$ cat src/rtl/alu_pkg.sv
// Shared definitions for the ALU: operation encodings carried on alu_control.
package alu_pkg;

    localparam int unsigned XLEN = 32;

    typedef enum logic [3:0] {
        ALU_ADD  = 4'b0000,
        ALU_SUB  = 4'b0001,
        ALU_XOR  = 4'b0010,
        ALU_OR   = 4'b0011,
        ALU_AND  = 4'b0100,
        ALU_SLL  = 4'b0101,
        ALU_SRL  = 4'b0110,
        ALU_SRA  = 4'b0111,
        ALU_SLT  = 4'b1000,
        ALU_SLTU = 4'b1001,
        ALU_BEQ  = 4'b1010,
        ALU_BNE  = 4'b1011,
        ALU_BLT  = 4'b1100,
        ALU_BGE  = 4'b1101,
        ALU_BLTU = 4'b1110,
        ALU_BGEU = 4'b1111
    } alu_op_e;

endpackage

$ cat src/rtl/alu_core.sv
// Combinational ALU datapath: result and zero/branch flag from op and operands.
module alu_core
    import alu_pkg::*;
(
    input  logic [3:0]      alu_control_i,
    input  logic [XLEN-1:0] a_i,
    input  logic [XLEN-1:0] b_i,
    output logic [XLEN-1:0] result_o,
    output logic            zero_o
);

    logic [XLEN-1:0] diff;
    logic [4:0]      shamt;
    logic            lt_s;
    logic            lt_u;
    logic            eq;
    alu_op_e         op;

    assign op    = alu_op_e'(alu_control_i);
    assign diff  = a_i - b_i;
    assign shamt = b_i[4:0];
    assign lt_s  = $signed(a_i) < $signed(b_i);
    assign lt_u  = a_i < b_i;
    assign eq    = a_i == b_i;

    always_comb begin
        result_o = '0;
        zero_o   = 1'b0;
        unique case (op)
            ALU_ADD:  result_o = a_i + b_i;
            ALU_SUB:  result_o = diff;
            ALU_XOR:  result_o = a_i ^ b_i;
            ALU_OR:   result_o = a_i | b_i;
            ALU_AND:  result_o = a_i & b_i;
            ALU_SLL:  result_o = a_i << shamt;
            ALU_SRL:  result_o = a_i >> shamt;
            ALU_SRA:  result_o = $unsigned($signed(a_i) >>> shamt);
            ALU_SLT:  result_o = {{(XLEN-1){1'b0}}, lt_s};
            ALU_SLTU: result_o = {{(XLEN-1){1'b0}}, lt_u};
            default:  result_o = diff;
        endcase

        // Branch codes report the condition on zero; all others flag a zero result.
        unique case (op)
            ALU_BEQ:  zero_o = eq;
            ALU_BNE:  zero_o = !eq;
            ALU_BLT:  zero_o = lt_s;
            ALU_BGE:  zero_o = !lt_s;
            ALU_BLTU: zero_o = lt_u;
            ALU_BGEU: zero_o = !lt_u;
            default:  zero_o = (result_o == '0);
        endcase
    end

endmodule

$ cat src/rtl/alu.sv
// Registered ALU: alu_core followed by one stage of output registers.
module alu
    import alu_pkg::*;
(
    input  logic              clk,
    input  logic              rst_n,
    input  logic [3:0]        alu_control,
    input  logic [XLEN-1:0]   rs1_data,
    input  logic [XLEN-1:0]   rs2_data,
    output logic [XLEN-1:0]   alu_out,
    output logic              zero
);

    logic [XLEN-1:0] alu_out_d, alu_out_q;
    logic            zero_d, zero_q;

    alu_core u_core (
        .alu_control_i (alu_control),
        .a_i           (rs1_data),
        .b_i           (rs2_data),
        .result_o      (alu_out_d),
        .zero_o        (zero_d)
    );

    always_ff @(posedge clk or negedge rst_n) begin
        if (!rst_n) begin
            alu_out_q <= '0;
            zero_q    <= 1'b0;
        end else begin
            alu_out_q <= alu_out_d;
            zero_q    <= zero_d;
        end
    end

    assign alu_out = alu_out_q;
    assign zero    = zero_q;

endmodule

$ cat config.mk
export PLATFORM = sky130hd
export DESIGN_NAME = alu
export DESIGN_NICKNAME = d
export VERILOG_FILES = /design/src/rtl/alu_pkg.sv /design/src/rtl/alu_core.sv /design/src/rtl/alu.sv
export SDC_FILE = /design/constraint.sdc
export NUM_CORES = 1
export LEC_CHECK = 0
export CORE_ASPECT_RATIO = 1.1
export CORE_MARGIN = 4
export CORE_UTILIZATION = 65
export CTS_CLUSTER_DIAMETER = 30
export DETAILED_ROUTE_END_ITERATION = 6
export GPL_TIMING_DRIVEN = 1
export PLACE_DENSITY = 0.89
export SLEW_MARGIN = 20
export SYNTH_ARGS = -nofsm -noshare
export SYNTH_HDL_FRONTEND = slang
export SYNTH_SLANG_ARGS = --single-unit
$ cat constraint.sdc
create_clock -name clk -period 1.2 [get_ports clk]
set_input_delay 0.24 -clock clk [delete_from_list [all_inputs] [get_ports clk]]
set_output_delay 0.24 -clock clk [all_outputs]
set_load 0.01 [all_outputs]
==> results of run 1 <==
-- metrics by stage --
step / instance area [sq um] / instances / setup TNS, ns / hold WS, ns / setup slack (ns)
3_3_place_gp: 15600 / 2153 / -69.73 / 0.206 / -3.37
2_1_floorplan: 10600 / 1390 / -48.32 / -0.0556 / -2.79
-- kinds of logic after synthesis --
family,after synthesis
multiplexers,107
buffers and inverters,210
adder cells (fa/ha/maj),99
flip-flops,33
XOR/XNOR,10
AND/OR/NAND/NOR,460
AO/OA/AOI/OAI,471
==> flow_summary.json, run 1 <==
{
  "ys_ff_latch": 33,
  "synthSimpleGateAreaFrac_pct": 21.6,
  "status": "stopped before the end",
  "yosys.area.top_type_share_pct": 11.7,
  "synth_nets": 1559,
  "synth-seq-area-share_pct": 7.98,
  "synth_top_family_by_area": "compound AO/OA/AOI/OAI gates",
  "stop_stage": "3_5_place_dp",
  "synth_edf_count": 0,
  "rows": 48,
  "gp_congestion": 1.31,
  "io_buffers": 102,
  "synth_commonest_cells": "nor2_1, nand2_1, a21oi_1, inv_1, ha_1",
  "synthCells": 1390,
  "ys_types": 86,
  "synthMuxAreaShare_pct": 17.3,
  "yosys-top-cells-area": "ha_1, mux4_2, dfrtp_1",
  "io_pins": 103,
  "synth_xor_area_share_pct": 0.846,
  "synthAdderAreaFrac_pct": 12.1,
  "stop_error": "[ERROR DPL-0033] detailed placement checks failed during check placement.",
  "yosysMostFrequentCell": "nor2_1",
  "yosysTopAreaCell": "ha_1",
  "synthArstFlopShare_pct": 100,
  "synth_compound_area_share_pct": 31.6,
  "die_w_um": 128,
  "synth.cell_area_sq_um": 10400,
  "synth_area_per_cell_sq_um": 7.45,
  "die_h_um": 140,
  "ys_warn_count": 0,
  "hpwlAfterDp_um": 63700,
  "initial_core_util_pct": 66.0,
  "synth-main-ff-cell": "dfrtp_1"
}
==> run 2: changes to the inputs <==
--- a/config.mk
+++ b/config.mk
@@ -5,13 +5,11 @@
 export SDC_FILE = /design/constraint.sdc
 export NUM_CORES = 1
 export LEC_CHECK = 0
-export CORE_ASPECT_RATIO = 1.1
 export CORE_MARGIN = 4
-export CORE_UTILIZATION = 65
-export CTS_CLUSTER_DIAMETER = 30
+export CORE_UTILIZATION = 40
 export DETAILED_ROUTE_END_ITERATION = 6
 export GPL_TIMING_DRIVEN = 1
-export PLACE_DENSITY = 0.89
+export PLACE_DENSITY_LB_ADDON = 0.15
 export SLEW_MARGIN = 20
 export SYNTH_ARGS = -nofsm -noshare
 export SYNTH_HDL_FRONTEND = slang
==> flow_summary.json, run 2 <==
{
  "grt_pass1_wl_um": 91400,
  "period_needed_ns": 3.95,
  "crit_fanout": 6,
  "yosysMostFrequentCell": "nor2_1",
  "critPathSlowestCell": "or4_4",
  "rsz0062_at_grt": "yes",
  "hpwlAfterDp_um": 46400,
  "gr-total-overflow": 0,
  "critical_path_required_ns": 1.40,
  "grt_pass1_vias": 15248,
  "critPathMaxStageDelay_ns": 0.57,
  "worst_setup_path_start_kind": "input pin",
  "leakage_nw": 8.68,
  "io_pins": 103,
  "synth-main-ff-cell": "dfrtp_1",
  "synth.cell_area_sq_um": 10400,
  "hold_path_class": "in -> async",
  "drt-wirelength-per-cell_um": 25.7,
  "synth_edf_count": 0,
  "synthCells": 1390,
  "path_clk_slew_ns": 0.06,
  "ys_ff_latch": 33,
  "synth_area_per_cell_sq_um": 7.45,
  "wl_um": 62700,
  "path_cells": "buf_12, inv_1, ha_4, o21bai_1, nand2_2, a21oi_2, nor2_2, a221o_1, a211o_1, or4b_1, or4_4, nor4_4, buf_4, nand4b_1, o41ai_2",
  "synth_nets": 1559,
  "core_region_area_sq_um": 25300,
  "critPathBufInv": 3,
  "finalHoldViolCount": 0,
  "cts_tree": "yes",
  "max_slew.worst_pin.slew_ns": 0.596,
  "final_cell_mix": "buf_4, nand2_1, nor2_1",
  "drc": 11,
  "nNetsFinal": 2278,
  "synthArstFlopShare_pct": 100,
  "antenna_found_initial": 0,
  "largest_register_ffs": 32,
  "postRouteAntennaNets": 0,
  "detail_route.first_pass.iterations": 7,
  "grt_use_total_pct": 41.5,
  "yosys-top-cells-area": "ha_1, mux4_2, dfrtp_1",
  "p_per_area_nw_per_um2": 667,
  "setup_slack_ns": -2.75,
  "cts_num_sinks": 33,
  "clock_path_buffers": 2,
  "synth_commonest_cells": "nor2_1, nand2_1, a21oi_1, inv_1, ha_1",
  "cts_max_level": 2,
  "ir_drop_v": 0.000570,
  "final_common_cell": "buf_4",
  "cp-end-kind": "flip-flop",
  "die_h_um": 169,
  "numCtsBuffers": 5,
  "power.total_mw": 12.9,
  "finalSetupViolCount": 33,
  "ys_types": 86,
  "initial_core_util_pct": 40.9,
  "drive_gt1_share_pct": 52.5,
  "crit_arrival_ns": 4.14,
  "yosysTopAreaCell": "ha_1",
  "num_antenna_cells": 0,
  "ys_warn_count": 0,
  "area_delta_synth_final_pct": 86.4,
  "fmaxAchievable_ghz": 0.253,
  "vias": 15705,
  "drv_cap": 0,
  "dp_slack_ns": -3.73,
  "io_buffers": 102,
  "viasPerCell": 6.44,
  "clockRootBuffer": "clkbuf_16",
  "period_share_pct": 329,
  "drv_slew": 0,
  "violations": "design-rule violations, negative setup slack",
  "relSlewSlack_pct": 60.2,
  "status": "finished with violations",
  "cp_top_family": "simple AND/OR/NAND/NOR gates",
  "die_w_um": 169,
  "synth-seq-area-share_pct": 7.98,
  "yosys.area.top_type_share_pct": 11.7,
  "grt_start_max_net_pins": 35,
  "critPathKind": "in -> reg",
  "gp_congestion": 1.09,
  "fp.dieArea_sq_um": 28500,
  "rows": 58,
  "drtIter0Drc": 2174
}
## run 2: what timing repair did
action / in CTS / in global routing
gates resized for setup: 566 / 117
hold buffers: 1 / 0
endpoints found under the setup margin: 66 / 47
pin swaps: 121 / 62
setup buffers: 120 / 27
hold endpoints to repair: 33 / 0
gates cloned: 5 / 0
## run 2: kinds of logic (layout without fill, tap and decap cells)
| family | Yosys count | in the layout | synth area share (%) |
|---|---|---|---|
| adders and majority gates | 99 | 99 | 12.1 |
| and+or+nand+nor | 460 | 460 | 21.6 |
| buffers and inverters | 210 | 930 | 8.46 |
| AOI/OAI and AO/OA | 471 | 471 | 31.6 |
| muxes | 107 | 107 | 17.3 |
| xor gates and xnor gates | 10 | 10 | 0.846 |
| DFF | 33 | 33 | 7.98 |
## run 2: final cells by class
cell class / instances / area (sq um)
Inverter: 102 / 414
Timing Repair Buffer: 820 / 7040
Multi-Input combinational cell: 1147 / 10500
Clock inverter: 1 / 7.51
Fill cell: 1828 / 6040
Sequential cell: 33 / 826
Tap cell: 330 / 413
Clock buffer: 7 / 133
## run 2: path summary, 6_finish.rpt
kind | from | to | slack, ns | cells past startpoint
max in group asynchronous | rst_n | alu_out[3]$_DFF_PN0_ | 0.54 | 3
setup / recovery | rs2_data[1] | zero$_DFF_PN0_ | -2.75 | 15
hold / removal | rst_n | alu_out[27]$_DFF_PN0_ | 0.44 | 3
min in group clk | rs2_data[4] | alu_out[5]$_DFF_PN0_ | 0.62 | 5
## run 2: report_power, final
part           internal (mW)  switching, mW
Sequential              1.31         0.0522
Clock                  0.773          0.561
Combinational           5.05           5.13
Total                   7.13           5.74
## run 2: per-stage QoR
| step | cells | hold WS, ns | TNS, ns | area, sq um | util [%] |
|---|---|---|---|---|---|
| 2_1_floorplan | 1390 | -0.0556 | -48.32 | 10600 | - |
| 3_3_place_gp | 2296 | 0.217 | -74.26 | 15900 | 63.0 |
| 3_5_place_dp | 2296 | 0.226 | -76.04 | 15900 | 63.0 |
| 4_1_cts | 2419 | 0.458 | -43.68 | 18700 | 73.9 |
| 5_1_grt | 2440 | 0.474 | -48.68 | 19300 | 76.2 |
| 6_report | 2440 | 0.440 | -46.82 | 19300 | 76.2 |
## run 2: worst min-delay path, delay by kind of cell
kind / cells / cell delay (ns)
buffers and inverters: 3 / 0.84
## run 2: metal layers
metal / track usage (%) / share of wire [%] / vias up
met2: 65.3 / 44 / 1234
li1: - / - / 6745
met1: 51.5 / 37 / 7411
met4: 24.1 / 7.9 / 0
met5: 0 / 0 / -
met3: 10.3 / 11 / 315
Power figures use the tool's default switching activity.
